===== src/rtl/rbzero_pkg.sv =====
// rbzero_pkg: types and constants shared by the rbzero vector SPI loader.
//   vec_spi_state_t : loader FSM state (idle, SCLK low half, SCLK high half,
//                     inter-frame gap). The S_ prefix keeps the state names
//                     apart from the loader's GAP parameter.
//   VEC_FRAME_BITS  : default frame size, 6 words x 15 bits.
package rbzero_pkg;

    typedef enum logic [1:0] {
        S_IDLE,
        S_LOW,
        S_HIGH,
        S_GAP
    } vec_spi_state_t;

    localparam int VEC_WORDS      = 6;
    localparam int VEC_WORD_W     = 15;
    localparam int VEC_FRAME_BITS = VEC_WORDS * VEC_WORD_W;

endpackage


===== src/rtl/spi_half_period_ctr.sv =====
// spi_half_period_ctr: loadable down-counter timing one dwell period.
// Load with N-1 on entry to a state; tc goes high on the Nth clock in it.
//   clk, reset_n : clock, async active-low reset
//   load         : load load_val this clock (wins over counting)
//   load_val     : dwell length minus one
//   tc           : terminal count (counter at zero)
module spi_half_period_ctr #(
    parameter int W = 3
) (
    input  logic         clk,
    input  logic         reset_n,
    input  logic         load,
    input  logic [W-1:0] load_val,
    output logic         tc
);

    logic [W-1:0] cnt;

    always_ff @(posedge clk or negedge reset_n) begin
        if (!reset_n)        cnt <= '0;
        else if (load)       cnt <= load_val;
        else if (cnt != '0)  cnt <= cnt - 1'b1;
    end

    assign tc = (cnt == '0);

endmodule


===== src/rtl/vec_spi_loader.sv =====
// vec_spi_loader: SPI mode-0 master that sends one full frame of view
// vectors (playerX..vplaneY, MSB first) to the rbzero vector slave.
//   clk, reset_n : clock, async active-low reset
//   i_data       : payload, word 0 in the top WORD_W bits
//   i_start      : frame request, honoured only when idle
//   i_vsync_n    : vsync, used only when VEC_SPI_AUTOSEND_EN is defined
//   o_busy       : frame in progress (accepted start through done)
//   o_done       : one-clock pulse at the end of the inter-frame gap
//   o_csb, o_sclk, o_mosi : SPI pins, all registered
// Optional feature macro: VEC_SPI_AUTOSEND_EN (send on vsync fall when the
// payload changed since the last capture).
module vec_spi_loader
    import rbzero_pkg::*;
#(
    parameter int WORDS  = VEC_WORDS,
    parameter int WORD_W = VEC_WORD_W,
    parameter int DIV    = 2,
    parameter int GAP    = 4
) (
    input  logic                    clk,
    input  logic                    reset_n,
    input  logic [WORDS*WORD_W-1:0] i_data,
    input  logic                    i_start,
    input  logic                    i_vsync_n,
    output logic                    o_busy,
    output logic                    o_done,
    output logic                    o_csb,
    output logic                    o_sclk,
    output logic                    o_mosi
);

    localparam int FRAME_BITS = WORDS * WORD_W;
    localparam int BIT_W      = (FRAME_BITS > 1) ? $clog2(FRAME_BITS) : 1;
    localparam int CTR_W      = $clog2(((DIV > GAP) ? DIV : GAP) + 1);
    localparam logic [CTR_W-1:0] DIV_LD = CTR_W'(DIV - 1);
    localparam logic [CTR_W-1:0] GAP_LD = CTR_W'(GAP - 1);
    localparam logic [BIT_W-1:0] BIT_LD = BIT_W'(FRAME_BITS - 1);

    vec_spi_state_t        state, state_nxt;
    logic [FRAME_BITS-1:0] shreg;
    logic [BIT_W-1:0]      bit_cnt;
    logic                  ctr_load, ctr_tc;
    logic [CTR_W-1:0]      ctr_val;
    logic                  capture, shift, start_req;

`ifdef VEC_SPI_AUTOSEND_EN
    logic [FRAME_BITS-1:0] last_data;
    logic                  dirty, vs_meta, vs_sync, vs_prev;

    // Sync flops reset high so releasing reset never looks like a vsync fall.
    always_ff @(posedge clk or negedge reset_n) begin
        if (!reset_n) begin
            last_data <= '0;
            dirty     <= 1'b0;
            vs_meta   <= 1'b1;
            vs_sync   <= 1'b1;
            vs_prev   <= 1'b1;
        end else begin
            vs_meta <= i_vsync_n;
            vs_sync <= vs_meta;
            vs_prev <= vs_sync;
            if (capture) begin
                last_data <= i_data;
                dirty     <= 1'b0;
            end else if (i_data != last_data) begin
                dirty <= 1'b1;
            end
        end
    end

    // OR-ing the two sources means a coincident start sends a single frame.
    assign start_req = i_start | (dirty & vs_prev & ~vs_sync);
`else
    logic unused_vsync;
    assign unused_vsync = i_vsync_n;
    assign start_req    = i_start;
`endif

    spi_half_period_ctr #(.W(CTR_W)) u_ctr (
        .clk      (clk),
        .reset_n  (reset_n),
        .load     (ctr_load),
        .load_val (ctr_val),
        .tc       (ctr_tc)
    );

    always_ff @(posedge clk or negedge reset_n) begin
        if (!reset_n) state <= S_IDLE;
        else          state <= state_nxt;
    end

    // o_busy stays set through the done cycle, so the first IDLE cycle after
    // a gap is a settle cycle and a held i_start re-triggers one clock later.
    always_comb begin
        state_nxt = state;
        ctr_load  = 1'b0;
        ctr_val   = DIV_LD;
        capture   = 1'b0;
        shift     = 1'b0;
        case (state)
            S_IDLE: begin
                if (start_req && !o_busy) begin
                    capture   = 1'b1;
                    ctr_load  = 1'b1;
                    state_nxt = S_LOW;
                end
            end
            S_LOW: begin
                if (ctr_tc) begin
                    ctr_load  = 1'b1;
                    state_nxt = S_HIGH;
                end
            end
            S_HIGH: begin
                if (ctr_tc) begin
                    ctr_load = 1'b1;
                    if (bit_cnt != '0) begin
                        shift     = 1'b1;
                        state_nxt = S_LOW;
                    end else begin
                        ctr_val   = GAP_LD;
                        state_nxt = S_GAP;
                    end
                end
            end
            S_GAP: begin
                if (ctr_tc) state_nxt = S_IDLE;
            end
            default: state_nxt = S_IDLE;
        endcase
    end

    always_ff @(posedge clk or negedge reset_n) begin
        if (!reset_n) begin
            shreg   <= '0;
            bit_cnt <= '0;
        end else if (capture) begin
            shreg   <= i_data;
            bit_cnt <= BIT_LD;
        end else if (shift) begin
            shreg   <= {shreg[FRAME_BITS-2:0], 1'b0};
            bit_cnt <= bit_cnt - 1'b1;
        end
    end

    // Pins follow the current state one clock later; the shift happens on the
    // HIGH->LOW edge, so MOSI holds its bit through the whole LOW+HIGH pair.
    always_ff @(posedge clk or negedge reset_n) begin
        if (!reset_n) begin
            o_csb  <= 1'b1;
            o_sclk <= 1'b0;
            o_mosi <= 1'b0;
            o_done <= 1'b0;
            o_busy <= 1'b0;
        end else begin
            o_csb  <= !(state == S_LOW || state == S_HIGH);
            o_sclk <= (state == S_HIGH);
            o_mosi <= (state == S_LOW || state == S_HIGH) ? shreg[FRAME_BITS-1] : 1'b0;
            o_done <= (state == S_GAP) && ctr_tc;
            if (capture)     o_busy <= 1'b1;
            else if (o_done) o_busy <= 1'b0;
        end
    end

endmodule

===== config.mk =====
export PLATFORM = sky130hd
export DESIGN_NAME = vec_spi_loader
export DESIGN_NICKNAME = d
export VERILOG_FILES = /design/src/rtl/rbzero_pkg.sv /design/src/rtl/spi_half_period_ctr.sv /design/src/rtl/vec_spi_loader.sv
export SDC_FILE = /design/constraint.sdc
export NUM_CORES = 1
export LEC_CHECK = 0
export CORE_ASPECT_RATIO = 0.9
export CORE_MARGIN = 1
export CORE_UTILIZATION = 40
export DETAILED_ROUTE_END_ITERATION = 6
export PLACE_DENSITY = 0.72
export REMOVE_ABC_BUFFERS = 1
export SLEW_MARGIN = 10
export SYNTH_ARGS = -nofsm -noshare
export SYNTH_HDL_FRONTEND = slang
export SYNTH_SLANG_ARGS = --single-unit

===== constraint.sdc =====
create_clock -name clk -period 1.59 [get_ports clk]
set_input_delay 0.159 -clock clk [delete_from_list [all_inputs] [get_ports clk]]
set_output_delay 0.159 -clock clk [all_outputs]
set_load 0.02 [all_outputs]

* Word-level counts from Yosys, hierarchy flattened
Cells that the tools add are included.
** Word-level totals
- Bits in registers :: 107
- Bits of input ports :: 94
- Output and inout bits :: 5
- Word-level logic and storage cells :: 57
** Operators by class
- $add $sub $neg :: 2
- Equal/unequal tests :: 7
- Multiplexer cells :: 25
- Reduce and logical (&&, ||, !) cells :: 14
** Operator list (count)
- $mux 90 :: 2
- $mux 2 :: 8
- $mux 7 :: 2
- $mux 1 :: 9
- $ne 2x2->1 const B :: 4
- $pmux 2 s4 :: 1
- $reduce_bool 7->1 :: 1
- $sub 7x1->7 const B :: 1
- $mux 3 :: 2
- $reduce_bool 2->1 :: 3
- $eq 2x2->1 const B :: 2
- $reduce_and 4->1 :: 1
- $logic_not 3->1 :: 1
- $reduce_bool 3->1 :: 1
- $sub 3x1->3 const B :: 1
- $eq 2x1->1 const B :: 1
- $logic_and 1x1->1 :: 2
- $logic_not 1->1 :: 2
- $logic_not 2->1 :: 1
- $pmux 1 s2 :: 1
- $reduce_or 2->1 :: 1
- $logic_or 1x1->1 :: 1

* Logic depth before layout (Yosys ltp)
- Word-level depth :: 6
- Gate-level depth with buffers :: 8
- Depth with buffers taken out :: 6

* Hierarchy
A second synthesis with hierarchy kept.
** Unflattened totals
- Cell total of the unflattened synthesis :: 586
- Area, all modules :: 5109.9 um^2
** By module, submodules not included
- vec_spi_loader :: times used 1, cells each 565, area each 4909.7 um^2, sequential area each 2603.7 um^2
- spi_half_period_ctr :: times used 1, cells each 21, area each 200.2 um^2, sequential area each 75.1 um^2

* Worst setup path after synthesis
OpenSTA, ideal clock, no wires.
- Kind :: reg-to-reg
- Start point :: register state[0]
- End point :: register bit_cnt[5]
- Setup time :: 78 ps
- Data arrival time :: 1659 ps
- Data required time :: 1512 ps
- Path slack :: -148 ps
- Cell stages (with the launch flop) :: 7
- Buffers on the path :: 0
- Period minus slack after synthesis :: 1738 ps
- Cells stage by stage :: dfrtp_1 inv_1 ha_1 nand3b_1 a21o_1 or4_1 a21oi_1
** Between the ends
- Cells in the longest elaborated chain, start to end :: 3
- Elaborated cells between the ends (all ways) :: 6
- Those cells by class :: 1 x eq/ne; 3 x mux; 2 x reduce/logical
** Ends and longest elaborated chain
- start, declared :: line vec_spi_loader.sv:39 : vec_spi_state_t state, state_nxt;
- start signal, assigned :: line vec_spi_loader.sv:89 : else state <= state_nxt;
- $eq 2x2->1 / $logic_not 2->1 (equally long branches) :: line vec_spi_loader.sv:100 : case (state)
- $mux 1 :: line vec_spi_loader.sv:100
- $reduce_bool 2->1 (no line) / $mux 7 (equally long branches)
- end signal, assigned :: line vec_spi_loader.sv:142 : bit_cnt <= bit_cnt - 1'b1;
- end, declared :: line vec_spi_loader.sv:41 : logic [BIT_W-1:0] bit_cnt;
Parallel ways exist; a longest one is shown, timed or not.
A chain may end at the register's enable or synchronous reset.

* Final worst setup path
- Start point :: register bit_cnt[1]
- End point :: register shreg[5]
** Between the ends
- Cells in the longest elaborated chain, start to end :: 5
** Ends and longest elaborated chain
- $reduce_bool 7->1 :: line vec_spi_loader.sv:117 : if (bit_cnt != '0) begin
- $mux 1 :: line vec_spi_loader.sv:117
- $mux 1 :: line vec_spi_loader.sv:115 : if (ctr_tc) begin
- $mux 1 :: line vec_spi_loader.sv:100
- $reduce_bool 2->1 (no line)
- end signal, assigned :: line vec_spi_loader.sv:138 : shreg <= i_data;
- end signal, assigned :: line vec_spi_loader.sv:141 : shreg <= {shreg[FRAME_BITS-2:0], 1'b0};
- end, declared :: line vec_spi_loader.sv:40 : logic [FRAME_BITS-1:0] shreg;
Every way passes these cells.

==> out/results.ini <==
[outcome]
status=finished, violations left
failed_checks=negative setup slack

[cells_and_area]
nets=820
final_layout_size_suffix_gt1_share_pct=28.0
final_util_pct=63.2
design_area_mm2=0.00766
finalNonFillerCells=882
n_antenna_cell=0
syn_to_final_growth_pct=53.3

[routing]
dr.pass1.iters=5
wl_per_cell_um=16.7
drcViolationCount=0
drt-vias-per-instance=5.34
vias=4713
detail-route-antenna-nets=0
drtIter0Drc=274
wl_mm=14.7

[global_routing]
antenna_found_initial=0
grt_pass1_wl_mm=20.6
grt_max_degree=108
grt-ovfl-total=0
track_usage_pct=20.0
grt_pass1_vias=4288

[logic_synthesis]
synthFlopType=dfrtp_1
yosys_warnings=0
synthDistinctLibCells=38
ys_async_sr_fraction_pct=100
ys_seq_area_share_pct=53.6
synth.avg_cell_area_um2=8.60
synth_area_mm2=0.00500
synth_edf_count=0
syn_inst=581
synth_seq_cells=107

[critical_path]
r2r_start=bit_cnt[1]
arrival_ps=2060
crit_fanout=11
end_kind=flop
regToRegSetupSlack_ps=-250
required_ps=1810
startpoint_type=flop
critPathKind=reg2reg
rr_worst_depth=9
timing.rr.end=shreg[5]

[power_and_ir_drop]
sequentialPowerShare_pct=53.3
p_switching_mw=1.11
power_mw=5.11
sw_frac_of_total_pct=21.8
intPower_mw=3.99
worst_ir_drop_vdd_uv=528
pwr-share-comb_pct=5.8
clockPowerShare_pct=41.0
leakage_nw=2.91
pwr_density_cell_mw_per_mm2=667

[worst_hold_path]
worstHoldEndpoint=shreg[0]
min_path_type=in2reg
holdCritStartpoint=i_data[0]
whs_path_depth=3

[sta]
final-setup-viol-count=98
fin_skew_ps=12.7
grt_setup_unrepaired=true
worst_slew_margin_rel_pct=59.8
slew_viol_final=0
fin_tns_setup_ps=-16790
max_freq_mhz=543
fin_crit_sh_pct=116
setup_ws_ps=-251
final-hold-violation-count=0
fin_hold_ws_ps=384
worst_pin_slew_ps=603
layout_min_cycle_time_ps=1840

[floorplan]
fp.dieArea_mm2=0.0129
rows=38
die_h_um=108
io_pins=99
start_util_pct=41.2
die_w_um=120
coreArea_mm2=0.0121

[cts]
clk_pin_slew_worst_paths_ps=70
htreeDepth=3
tritoncts.num_buffers=9
clock_path_buffers=2
cts_root_buffer=clkbuf_16
tritoncts=yes
cts.sinks=107
insertion_delay_ps=340

[place]
dp_slack_ps=-225
numPortBuffers=97
dp_cells=836
hpwl_mm=7.67
place_area_mm2=0.00640
gp_congestion=0.784

[run]
drv_cap=0

-- worst max path at each step --
stage,startpoint,end,slack [ps],cells after the start
floorplan,state[0],bit_cnt[2],-1720,6
global route,bit_cnt[1],shreg[10],-320,9
detailed placement,bit_cnt[0],shreg[66],-230,7
global placement,bit_cnt[0],shreg[7],-140,7
finish,bit_cnt[1],shreg[5],-250,9
CTS,bit_cnt[0],bit_cnt[5],-160,7
-- routing by layer --
metal  part of all wire (%)  global-route usage, %  up-vias  routed length, um
met4                    1.8                   3.93        0                261
li1                       -                      -     2224                  -
met1                     43                   26.5     2319               6310
met3                    5.0                   4.11       22                738
met5                      0                      0        -                  0
met2                     50                   34.1      148               7380
-- power by group through the flow --
stage | logic (mW) | registers, mW | clock network (mW)
floorplan | 0.00125 | 2.77 | 0
global placement | 0.293 | 2.77 | 0
detailed placement | 0.295 | 2.77 | 0
CTS | 0.299 | 2.72 | 2.12
global route | 0.317 | 2.72 | 2.21
finish | 0.294 | 2.72 | 2.09
-- flip-flops by register name (all words and copies together), names as in the netlist --
signal / count
shreg: 90
o_csb: 1
o_sclk: 1
o_done: 1
state: 2
o_mosi: 1
o_busy: 1
u_ctr.cnt: 3
bit_cnt: 7
-- worst max-delay path: stages, from the launching register on --
cell     delay, ps
dfrtp_1        400
inv_2           90
ha_4           140
nor4b_4        230
buf_4          180
a21oi_4         70
buf_4          150
buf_16         160
a21oi_2        180
a21oi_1        110
-- final cells by class --
| class | count | area [um2] |
|---|---|---|
| Fill cell | 983 | 4460 |
| Multi-Input combinational cell | 424 | 2560 |
| Clock buffer | 9 | 225 |
| Timing Repair Buffer | 167 | 1920 |
| Tap cell | 160 | 200 |
| Clock inverter | 7 | 48.8 |
| Sequential cell | 107 | 2680 |
| Inverter | 8 | 30.0 |
-- logic make-up after synthesis --
family	synth area share, %
and+or+nand+nor	17.3
AOI/OAI and AO/OA	20.6
DFF	53.6
buffers and inverters	5.46
adders and majority gates	2.25
muxes	0.601
xor gates and xnor gates	0.175
-- cells in the mapped netlist, types with 3 or more instances --
cell | count | share of area [%]
inv_1 | 8 | 0.60
a21oi_1 | 181 | 18
buf_2 | 11 | 1.1
ha_1 | 9 | 2.3
clkbuf_1 | 12 | 0.90
nand2_1 | 94 | 7.1
nand3_1 | 4 | 0.40
mux2i_1 | 3 | 0.60
nor2_1 | 98 | 7.4
o21ai_0 | 7 | 0.70
dfrtp_1 | 106 | 53
and2_1 | 3 | 0.38
buf_1 | 9 | 0.68
buf_6 | 9 | 2.0
-- layout by cell type, fill, tap and decap left out, drive strengths merged, types with 2 or more instances in the layout --
cell / synthesis / routed
clkbuf: 12 / 12
mux2i: 3 / 3
a21oi: 182 / 182
dfrtp: 106 / 106
nor3: 2 / 2
nand3: 4 / 4
and2: 3 / 3
o21ai: 8 / 8
nand3b: 2 / 2
ha: 9 / 9
or4: 2 / 2
clkdlybuf4s50: 0 / 95
clkinv: 0 / 3
nor2: 98 / 98
inv: 8 / 11
a211oi: 2 / 2
buf: 30 / 66
nand2: 94 / 94
-- repair_timing --
item	in CTS	in global routing
cloned	6	4
resized for setup	45	99
hold buffers	1	0
setup endpoints to repair	99	100
setup buffers	14	6
endpoints found under the hold margin	106	0
pin swaps	10	12
No activity file was read; power rests on OpenSTA's default activity.
